`src/rtl/icache_direct_mapped.sv`:
```
// Direct-mapped read-only instruction cache: same-cycle hits,
// one 128-bit line refill per miss from the slow memory port.
module icache_direct_mapped #(
  parameter int NUM_BLOCKS = 8,
  parameter int ADDR_W     = 30
) (
  input  logic              clk,
  input  logic              rst_n,
  input  logic              proc_read,
  input  logic              proc_write,
  input  logic [ADDR_W-1:0] proc_addr,
  input  logic [31:0]       proc_wdata,
  output logic [31:0]       proc_rdata,
  output logic              proc_stall,
  output logic              mem_read,
  output logic              mem_write,
  output logic [ADDR_W-3:0] mem_addr,
  output logic [127:0]      mem_wdata,
  input  logic [127:0]      mem_rdata,
  input  logic              mem_ready
);

  localparam int IDX_W = $clog2(NUM_BLOCKS);
  localparam int TAG_W = ADDR_W - 2 - IDX_W;
  localparam int LA_W  = ADDR_W - 2;

  typedef enum logic {IDLE, ALLOC} state_t;

  state_t state;
  state_t state_nx;

  logic [NUM_BLOCKS-1:0] valid;
  logic [TAG_W-1:0]      tag_mem  [NUM_BLOCKS];
  logic [127:0]          data_mem [NUM_BLOCKS];
  logic [LA_W-1:0]       miss_addr;

  logic [IDX_W-1:0] idx;
  logic [TAG_W-1:0] tag;
  logic [1:0]       word;
  logic [IDX_W-1:0] fill_idx;
  logic [TAG_W-1:0] fill_tag;
  logic [127:0]     line;
  logic             hit;
  logic             fill;
  logic             unused;

  assign idx      = proc_addr[IDX_W+1:2];
  assign tag      = proc_addr[ADDR_W-1:IDX_W+2];
  assign word     = proc_addr[1:0];
  assign fill_idx = miss_addr[IDX_W-1:0];
  assign fill_tag = miss_addr[LA_W-1:IDX_W];
  assign line     = data_mem[idx];
  assign hit      = valid[idx] && (tag_mem[idx] == tag);
  assign fill     = (state == ALLOC) && mem_ready;

  assign mem_write = 1'b0;
  assign mem_wdata = '0;
  assign mem_addr  = miss_addr;
  assign unused    = ^{proc_write, proc_wdata};

  always_ff @(posedge clk) begin
    if (!rst_n) state <= IDLE;
    else        state <= state_nx;
  end

  always_ff @(posedge clk) begin
    if (!rst_n) begin
      valid     <= '0;
      miss_addr <= '0;
    end else begin
      if (state == IDLE && proc_read && !hit)
        miss_addr <= proc_addr[ADDR_W-1:2];
      if (fill)
        valid[fill_idx] <= 1'b1;
    end
  end

  // Arrays need no reset: valid bits gate every use.
  always_ff @(posedge clk) begin
    if (rst_n && fill) begin
      tag_mem[fill_idx]  <= fill_tag;
      data_mem[fill_idx] <= mem_rdata;
    end
  end

  always_comb begin
    state_nx   = state;
    proc_stall = 1'b0;
    mem_read   = 1'b0;
    proc_rdata = '0;
    if (rst_n) begin
      proc_rdata = line[{word, 5'd0} +: 32];
      unique case (state)
        IDLE: begin
          proc_stall = proc_read && !hit;
          if (proc_stall) state_nx = ALLOC;
        end
        ALLOC: begin
          proc_stall = 1'b1;
          mem_read   = 1'b1;
          if (mem_ready) state_nx = IDLE;
        end
        default: state_nx = IDLE;
      endcase
    end
  end

endmodule

```
`config.mk`:
```
export PLATFORM = sky130hd
export DESIGN_NAME = icache_direct_mapped
export DESIGN_NICKNAME = d
export VERILOG_FILES = /design/src/rtl/icache_direct_mapped.sv
export SDC_FILE = /design/constraint.sdc
export NUM_CORES = 1
export LEC_CHECK = 0
export BUFFER_PORTS_ARGS = -buffer_cell sky130_fd_sc_hd__buf_2
export CORE_AREA = 2 2 378 380
export DETAILED_ROUTE_END_ITERATION = 8
export DIE_AREA = 0 0 380 382
export SYNTH_ARGS = -nofsm -noshare
export SYNTH_HDL_FRONTEND = slang
export SYNTH_SLANG_ARGS = --single-unit
```
`constraint.sdc`:
```
create_clock -name clk -period 32.3 [get_ports clk]
set_input_delay 3.23 -clock clk [delete_from_list [all_inputs] [get_ports clk]]
set_output_delay 3.23 -clock clk [all_outputs]
set_load 0.05 [all_outputs]
```
==> flow_summary.ini, run 1 <==
[grt]
grt_use_met2_pct = 25.7
globalRouteOverflowTotal = 0
antenna_found_initial = 44
grt_first_pass_wirelength_um = 160000
grt_max_degree = 165
top_usage_layer = met2
grt_pass1_vias = 23435
track_usage_pct = 15.2
grt_use_met1_pct = 19.2
use_met3_pct = 4.16

[floorplanning]
dieArea_um2 = 145000
initial_core_util_pct = 34.9
die_w_um = 380
core_area_um2 = 141000
die_h_um = 382
io_pins = 386
rows = 138

[setup_path]
end_kind = primary output
critical-path-max-stage-delay_ns = 0.84
cp-start-kind = primary input
cp.arrival_ns = 7.50
path_class = primary input to primary output
cp.required_ns = 29.07
r2r_slack_ns = 29.13
crit_fanout = 107
path_cells = buf_8, buf_4, buf_12, mux4_2, mux4_2, mux2i_1, nor2b_1, buf_2
ff2ff_path_depth = 5
critPathSlowestCell = buf_4
cp_common_cell = mux4_2

[layout]
final_common_cell = edfxtp_1
post-route-util_pct = 40.1
mostFrequentLayoutCells = edfxtp_1, mux4_2, buf_2
layout-drive-gt1-share_pct = 31.9
area_delta_synth_final_pct = 14.9
final_cells = 4447
finalInstanceArea_um2 = 56500
nNetsFinal = 2633

[synth]
postSynth.asyncResetShare_pct = 0
synth-adder-area-share_pct = 0
synth_xor_area_share_pct = 0.320
yosys.area.top_type_share_pct = 74.7
yosysWarnings = 0
ys.flop_type = edfxtp_1
synth_top_family_by_area = multiplexers
yosysTopAreaCell = edfxtp_1
ys_ff_latch = 1261
ys_seq_area_share_pct = 76.2
synthCells = 2158
postSynthAreaPerCell_um2 = 22.8
synth_cell_types = 41
synthMuxAreaShare_pct = 18.5
synth-compound-area-share_pct = 0.610
synth_area_leaders = edfxtp_1, mux4_2, mux2i_1
synth_edf_count = 1224
syn_area_um2 = 49200
synth-simple-area-share_pct = 1.31

[placement]
dp.cells = 4190
dp_hpwl_um = 59200
gp_congestion = 0.677
pre_cts_slack_ns = 21.40
placed_cell_area_um2 = 52100
port_buffers = 223

[timing]
finalSetupViolations = 0
rsz0062_at_grt = no
finalHoldViolCount = 0
tns_ns = 0
period_minus_slack_ns = 10.73
drv_slew = 0
worstMarginPinSlew_ns = 1.25
fin_skew_ns = 0.0244
slew_headroom_pct = 16.7
fmax_ghz = 0.0932
postLayoutSetupSlackWorst_ns = 21.57
whs_ns = 0.452
post-route-period-util_pct = 33.2

[routing]
totalWireLength_um = 111000
ant_nets = 0
dr.first_iter.drc_count = 1886
wl_per_cell_um = 24.9
drc = 0
vias_per_cell = 4.94
vias = 21978
first_pass_iters = 7

[flow_run]
drv_cap = 0

[clock_network]
clk_pin_slew_ns = 0.06
cts_setup_buffers = 0
cts_tree = built
cts_resized = 0
cts_root_buffer = clkbuf_16
cts_buffer_depth = 3
cts_sinks = 1261
cts_made_buffers = 136
cts_hold_buf = 0
insertion_delay_ns = 0.76
htreeDepth = 4

[pwr]
ir_drop_uv = 48.5
p_total_mw = 3.53
powerDensity_nw_per_um2 = 62.5
leakage_nw = 18.3

[worst_hold_path]
worstHoldPathType = register to register
hold-path-cell-count = 1

[run_status]
outcome = finished clean
[per-layer routing]
layer | wire, µm | share of wire [%] | vias up
li1 | - | - | 9360
met1 | 45000 | 41 | 11668
met2 | 55600 | 50 | 717
met3 | 7590 | 6.9 | 201
met4 | 2330 | 2.1 | 32
met5 | 179 | 0.16 | -
[worst paths after layout]
path / start / to
min: valid[6]$_SDFFE_PN0P_ / valid[6]$_SDFFE_PN0P_
max: proc_addr[2] / proc_rdata[31]
min reg2reg: valid[6]$_SDFFE_PN0P_ / valid[6]$_SDFFE_PN0P_
max reg2reg: state$_SDFF_PN0_ / data_mem[5][106]$_DFFE_PP_
[critical path: cells and delay by family]
| family | cells | cell delay, ns |
|---|---|---|
| simple gates | 1 | 0.11 |
| mux | 3 | 1.54 |
| buf+inv | 4 | 2.33 |
[report_power, final]
| part | total [mW] | internal (mW) | switching [mW] |
|---|---|---|---|
| combinational | 0.216 | 0.0726 | 0.144 |
| sequential | 1.81 | 1.81 | 0.00731 |
| clock | 1.50 | 0.875 | 0.627 |
| total | 3.53 | 2.75 | 0.779 |
[area by class of cell]
class / count / area (µm²)
repair buffers: 251 / 1490
diodes: 11 / 27.5
fillers: 12297 / 84400
flip-flops and latches: 1261 / 37500
well taps: 1890 / 2360
clock inverters: 83 / 776
clock buffers: 163 / 3610
inverters: 1 / 3.75
multi-input cells: 787 / 10800
[cells by family (layout without fill, tap and decap cells)]
group / count (synthesis) / after routing
muxes: 470 / 470
buffers and inverters: 238 / 498
AOI/OAI and AO/OA: 40 / 40
other: 1 / 140
and+or+nand+nor: 130 / 130
xor gates and xnor gates: 18 / 18
DFF: 1261 / 1261
[sequential cells by signal, indices dropped and copies added (netlist names)]
name and cells:
data_mem 1024, mem_addr 28, state 1, tag_mem 200
valid 8
[synth_stat cells, types with 5 or more instances]
library cell	n
nand2_1	60
mux2i_1	116
edfxtp_1	1224
dfxtp_1	37
nor2b_1	37
mux4_2	352
nor2_1	9
clkbuf_1	55
buf_4	132
a21o_1	8
and3_1	5
a21oi_1	6
buf_2	14
buf_1	29
a22oi_1	12
xnor2_1	17
Power figures use the tool's default switching activity.
==> run 2, diff against run 1 <==
--- a/config.mk
+++ b/config.mk
@@ -5,10 +5,11 @@
 export SDC_FILE = /design/constraint.sdc
 export NUM_CORES = 1
 export LEC_CHECK = 0
+export ABC_AREA = 1
 export BUFFER_PORTS_ARGS = -buffer_cell sky130_fd_sc_hd__buf_2
-export CORE_AREA = 2 2 378 380
+export CORE_AREA = 2 2 385 387
 export DETAILED_ROUTE_END_ITERATION = 8
-export DIE_AREA = 0 0 380 382
+export DIE_AREA = 0 0 387 389
 export SYNTH_ARGS = -nofsm -noshare
 export SYNTH_HDL_FRONTEND = slang
 export SYNTH_SLANG_ARGS = --single-unit
==> constraint.sdc (replaced) <==
create_clock -name clk -period 10.6 [get_ports clk]
set_input_delay 1.06 -clock clk [delete_from_list [all_inputs] [get_ports clk]]
set_output_delay 1.06 -clock clk [all_outputs]
set_load 0.05 [all_outputs]
==> flow_summary.ini, run 2 <==
[floorplanning]
dieArea_um2 = 151000
core_area_um2 = 147000
die_h_um = 389
io_pins = 386
initial_core_util_pct = 34.7
die_w_um = 387
rows = 141

[synth]
synth-adder-area-share_pct = 0
synth_cell_types = 20
yosysTopAreaCell = edfxtp_1
postSynthAreaPerCell_um2 = 12.8
synth-compound-area-share_pct = 11.1
ys_seq_area_share_pct = 73.7
synth_area_leaders = edfxtp_1, o21ai_0, nor2_1
ys.flop_type = edfxtp_1
synth-simple-area-share_pct = 9.91
syn_area_um2 = 50900
synthCells = 3967
ys_ff_latch = 1261
yosysWarnings = 0
synth_top_family_by_area = compound AO/OA/AOI/OAI gates
post_synth_most_frequent_cells = edfxtp_1, nor2_1, o21ai_0, nand2_1, nand3_1
synth_xor_area_share_pct = 0
synth_edf_count = 1224
synthMuxAreaShare_pct = 0
postSynth.asyncResetShare_pct = 0
yosysMostFrequentCell = edfxtp_1
yosys.area.top_type_share_pct = 72.3

[worst_hold_path]
worstHoldPathType = register to register

[grt]
grt_max_degree = 209
antenna_found_initial = 61
grt_pass1_vias = 30504
globalRouteOverflowTotal = 0
grt_first_pass_wirelength_um = 205000
track_usage_pct = 18.3

[timing]
drv_slew = 0
tns_ns = 0
finalSetupViolations = 0
fin_skew_ns = 0.0623
post-route-period-util_pct = 58.1
slew_headroom_pct = 29.3
worstMarginPinSlew_ns = 1.06
fmax_ghz = 0.163
rsz0062_at_grt = no
finalHoldViolCount = 0
period_minus_slack_ns = 6.15

[routing]
vias_per_cell = 5.27
vias = 32384
totalWireLength_um = 140000
dr.first_iter.drc_count = 2769
wl_per_cell_um = 22.9
first_pass_iters = 5
ant_nets = 0
drc = 0

[clock_network]
cts_made_buffers = 138
cts_root_buffer = clkbuf_16
cts_hold_buf = 0
cts_resized = 0
cts_setup_buffers = 0
clk_pin_slew_ns = 0.06
cts_sinks = 1261
insertion_delay_ns = 0.77
cts_tree = built
cts_buffer_depth = 3
htreeDepth = 4

[flow_run]
drv_cap = 0

[layout]
layout-drive-gt1-share_pct = 11.6
final_common_cell = edfxtp_1
nNetsFinal = 4292
largest_register_ffs = 1024
area_delta_synth_final_pct = 13.7
regMostFlops = data_mem
mostFrequentLayoutCells = edfxtp_1, nor2_1, o21ai_0

[setup_path]
cp-start-kind = primary input
critical_path_buf_inv_count = 4
path_cells = buf_8, buf_4, buf_4, o21ai_0, o221ai_1, nand3_1, nand3_1, nand2_1, a21oi_1, buf_2
crit_fanout = 92
r2r_slack_ns = 6.94
end_kind = primary output
path_delay_family = buffers and inverters
critPathSlowestCell = buf_4
critical-path-max-stage-delay_ns = 0.76
cp.arrival_ns = 5.09
cp.required_ns = 9.54
path_class = primary input to primary output

[placement]
gp_congestion = 0.766
dp_hpwl_um = 73600
port_buffers = 223

[pwr]
clockPowerShare_pct = 42.8
power_switching_mw = 2.62
p_sw_share_pct = 23.8
p_int_mw = 8.38
leakage_nw = 19.6
ir_drop_uv = 137
p_total_mw = 11.0
powerDensity_nw_per_um2 = 190
seqPwrFrac_pct = 50.3
combPwrFrac_pct = 7.0

[run_status]
outcome = finished clean
## run 2: changes by cell type after synthesis, moves of 32 or more
| cell | previous run | this run |
|---|---|---|
| nor2_1 | 9 | 648 |
| o21ai_0 | 0 | 520 |
| mux4_2 | 352 | 0 |
| nand3_1 | 2 | 273 |
| nand2_1 | 60 | 330 |
| o221ai_1 | 0 | 256 |
| inv_1 | 1 | 133 |
| clkbuf_1 | 55 | 185 |
| mux2i_1 | 116 | 0 |
| a21oi_1 | 6 | 48 |
| buf_2 | 14 | 54 |
| nor2b_1 | 37 | 0 |
| o21ai_1 | 0 | 33 |
| a31oi_1 | 0 | 32 |
## run 2: cells by family after synthesis
kind of cell	after synthesis
compound gates	911
buf+inv	543
flops	1261
other cells	1
simple gates	1251
## run 2: tightest hold or removal path: cells and delay by family (launching register included)
kind	cells	cell delay, ns
flip-flops	1	0.32
AO/OA/AOI/OAI	1	0.05
AND/OR/NAND/NOR	1	0.04
## run 2: per-stage QoR
stage | area [µm²] | util (%) | worst slack (ns) | hold WS [ns] | instances
after floorplan | 51300 | - | 2.15 | 0.425 | 4095
after global placement | 53300 | 36.3 | 4.63 | 0.438 | 5887
after detailed placement | 53300 | 36.3 | 4.55 | 0.442 | 5887
after CTS | 57800 | 39.4 | 4.56 | 0.456 | 6134
after global routing | 57800 | 39.4 | 4.35 | 0.476 | 6138
final | 57800 | 39.4 | 4.45 | 0.452 | 6148
## run 2: routing by layer
| metal | wire length, µm | vias up | track usage [%] |
|---|---|---|---|
| li1 | - | 14634 | - |
| met1 | 59500 | 16169 | 24.4 |
| met2 | 65900 | 1274 | 29.4 |
| met3 | 11500 | 273 | 4.67 |
| met4 | 3290 | 34 | 5.25 |
| met5 | 219 | - | 0 |
## run 2: final timing paths
path | startpoint | endpoint | cells past startpoint
setup / recovery | proc_addr[2] | proc_rdata[19] | 10
hold reg to reg | valid[3]$_SDFFE_PN0P_ | valid[3]$_SDFFE_PN0P_ | 2
hold / removal | valid[3]$_SDFFE_PN0P_ | valid[3]$_SDFFE_PN0P_ | 2
setup reg to reg | state$_SDFF_PN0_ | data_mem[0][120]$_DFFE_PP_ | 6
## run 2: area by class of cell
cell class                 count  area, µm²
antenna                       14       35.0
clock buffer                 170       3590
clock inverter                77        911
fill                       13642      88800
inverter                     136        532
multi-input combinational   2291      11200
sequential                  1261      37500
tap                         1930       2410
timing repair buffer         269       1610
## run 2: power by group through the flow
stage          combinational (mW)  sequential (mW)  clock [mW]
4_1_cts                     0.771             5.53        4.80
6_report                    0.770             5.53        4.71
3_5_place_dp                0.769             5.64           0
3_3_place_gp                0.759             5.63           0
2_1_floorplan               0.506             5.67           0
5_1_grt                     0.830             5.53        4.99
==> run 3, diff against run 2 <==
==> constraint.sdc (replaced) <==
create_clock -name clk -period 5.8 [get_ports clk]
set_input_delay 0.58 -clock clk [delete_from_list [all_inputs] [get_ports clk]]
set_output_delay 0.58 -clock clk [all_outputs]
set_load 0.05 [all_outputs]
==> flow_summary.ini, run 3 (synthesized netlist as in run 2, its figures left out) <==
[run_status]
outcome = finished clean

[clock_network]
cts_resized = 0
cts_setup_buffers = 0
cts_buffer_depth = 3
cts_hold_buf = 0
clk_pin_slew_ns = 0.06
cts_sinks = 1261
cts_tree = built
cts_root_buffer = clkbuf_16
insertion_delay_ns = 0.76
cts_made_buffers = 139
htreeDepth = 4

[floorplanning]
die_w_um = 387
core_area_um2 = 147000
initial_core_util_pct = 34.7
io_pins = 386
dieArea_um2 = 151000
rows = 141
die_h_um = 389

[worst_hold_path]
hold-path-cell-count = 1
hold_start = mem_rdata[42]
worstHoldPathType = primary input to register
hold_end = data_mem[6][42]$_DFFE_PP_

[layout]
mostFrequentLayoutCells = edfxtp_1, nor2_1, o21ai_0
regMostFlops = data_mem
post-route-util_pct = 39.6
largest_register_ffs = 1024
multi_input_area_um2 = 11200
seq_area_um2 = 37500
layout-drive-gt1-share_pct = 12.1
final_common_cell = edfxtp_1
final_cells = 6181
fillers = 13537
finalInstanceArea_um2 = 58100
nNetsFinal = 4318
area_delta_synth_final_pct = 14.2

[timing]
whs_ns = 0.0778
period_minus_slack_ns = 4.22
tns_ns = 0
post-route-period-util_pct = 72.8
rsz0062_at_grt = no
fmax_ghz = 0.237
slew_headroom_pct = 26.4
drv_slew = 0
finalSetupViolations = 0
postLayoutSetupSlackWorst_ns = 1.58
finalHoldViolCount = 0
fin_skew_ns = 0.0471
worstMarginPinSlew_ns = 1.10

[routing]
wl_per_cell_um = 22.5
drc = 0
first_pass_iters = 7
vias_per_cell = 5.20
vias = 32139
top_layer = met5
dr_wl_met3_um = 11200
dr.first_iter.drc_count = 2825
met2_length_um = 65600
totalWireLength_um = 139000
m1WireLength_um = 58700
ant_nets = 0

[setup_path]
critical-path-max-stage-delay_ns = 0.51
end_kind = primary output
regToRegStartpoint = state$_SDFF_PN0_
critical_path_buf_inv_count = 4
path_class = primary input to primary output
critPathSlowestCell = inv_8
ff2ff_path_depth = 5
path_delay_family = buffers and inverters
crit_start = proc_addr[2]
cp-start-kind = primary input
cp.required_ns = 5.22
reg2reg_to = tag_mem[4][0]$_DFFE_PP_
crit_fanout = 97
cp_common_cell = nand3_1
cp.arrival_ns = 3.64
r2r_slack_ns = 3.04
path_cells = buf_8, inv_8, buf_4, o21ai_0, o221ai_1, nand3_1, nand3_1, nand2_1, a21oi_1, buf_2

[flow_run]
drv_cap = 0

[grt]
track_usage_pct = 18.1
grt_max_degree = 181
grt_first_pass_wirelength_um = 204000
grt_pass1_vias = 30292
globalRouteOverflowTotal = 0
antenna_found_initial = 65

[pwr]
clockPowerShare_pct = 42.1
p_total_mw = 19.9
ir_drop_uv = 261
p_sw_share_pct = 24.1
powerDensity_nw_per_um2 = 343
power_switching_mw = 4.80
leakage_nw = 19.7
p_int_mw = 15.1
seqPwrFrac_pct = 50.8
combPwrFrac_pct = 7.1

[placement]
dp.cells = 5912
port_buffers = 223
pre_cts_slack_ns = 1.65
placed_cell_area_um2 = 53700
gp_congestion = 0.759
dp_hpwl_um = 76700
run 3: cell types whose count changed in the layout (fill, tap and decap cells not counted), sizes merged:
cell,change
buf,+25
bufinv,-6
clkinv,+8
clkinvlp,-2
diode,+2
inv,+6
run 3: per-layer routing:
metal / GRT usage, % / vias to the layer above
met2: 29.0 / 1116
met3: 5.36 / 277
li1: - / 14709
met1: 23.6 / 15991
met4: 6.01 / 46
met5: 0 / -
run 3: cell type report:
type,instances,area share [%]
tap,1930,4.16
antenna,16,0.0689
sequential,1261,64.5
clock buffer,170,6.26
inverter,136,0.915
multi-input combinational,2291,19.3
timing repair buffer,294,3.50
clock inverter,83,1.23
run 3: worst max-delay path by stage:
stage	end	slack [ns]	cells past startpoint
floorplan	data_mem[1][0]$_DFFE_PP_	-2.17	4
global placement	proc_rdata[22]	1.68	9
detailed placement	proc_rdata[22]	1.65	9
CTS	proc_rdata[22]	1.65	9
global route	proc_rdata[30]	1.35	9
finish	proc_rdata[15]	1.58	10
run 3: power groups by stage:
stage                     clock [mW]  combinational [mW]  sequential [mW]
after detailed placement           0                1.42             10.3
final                           8.38                1.42             10.1
after floorplan                    0               0.926             10.4
after global routing            8.91                1.53             10.1
after CTS                       8.55                1.42             10.1
after global placement             0                1.40             10.3
run 3: worst register-to-register path: stages (launching register included):
cell	delay [ns]
dfxtp_1	0.39
nand2_1	0.10
nor2_1	0.15
nand2_1	0.32
nor2_4	0.88
buf_4	0.52
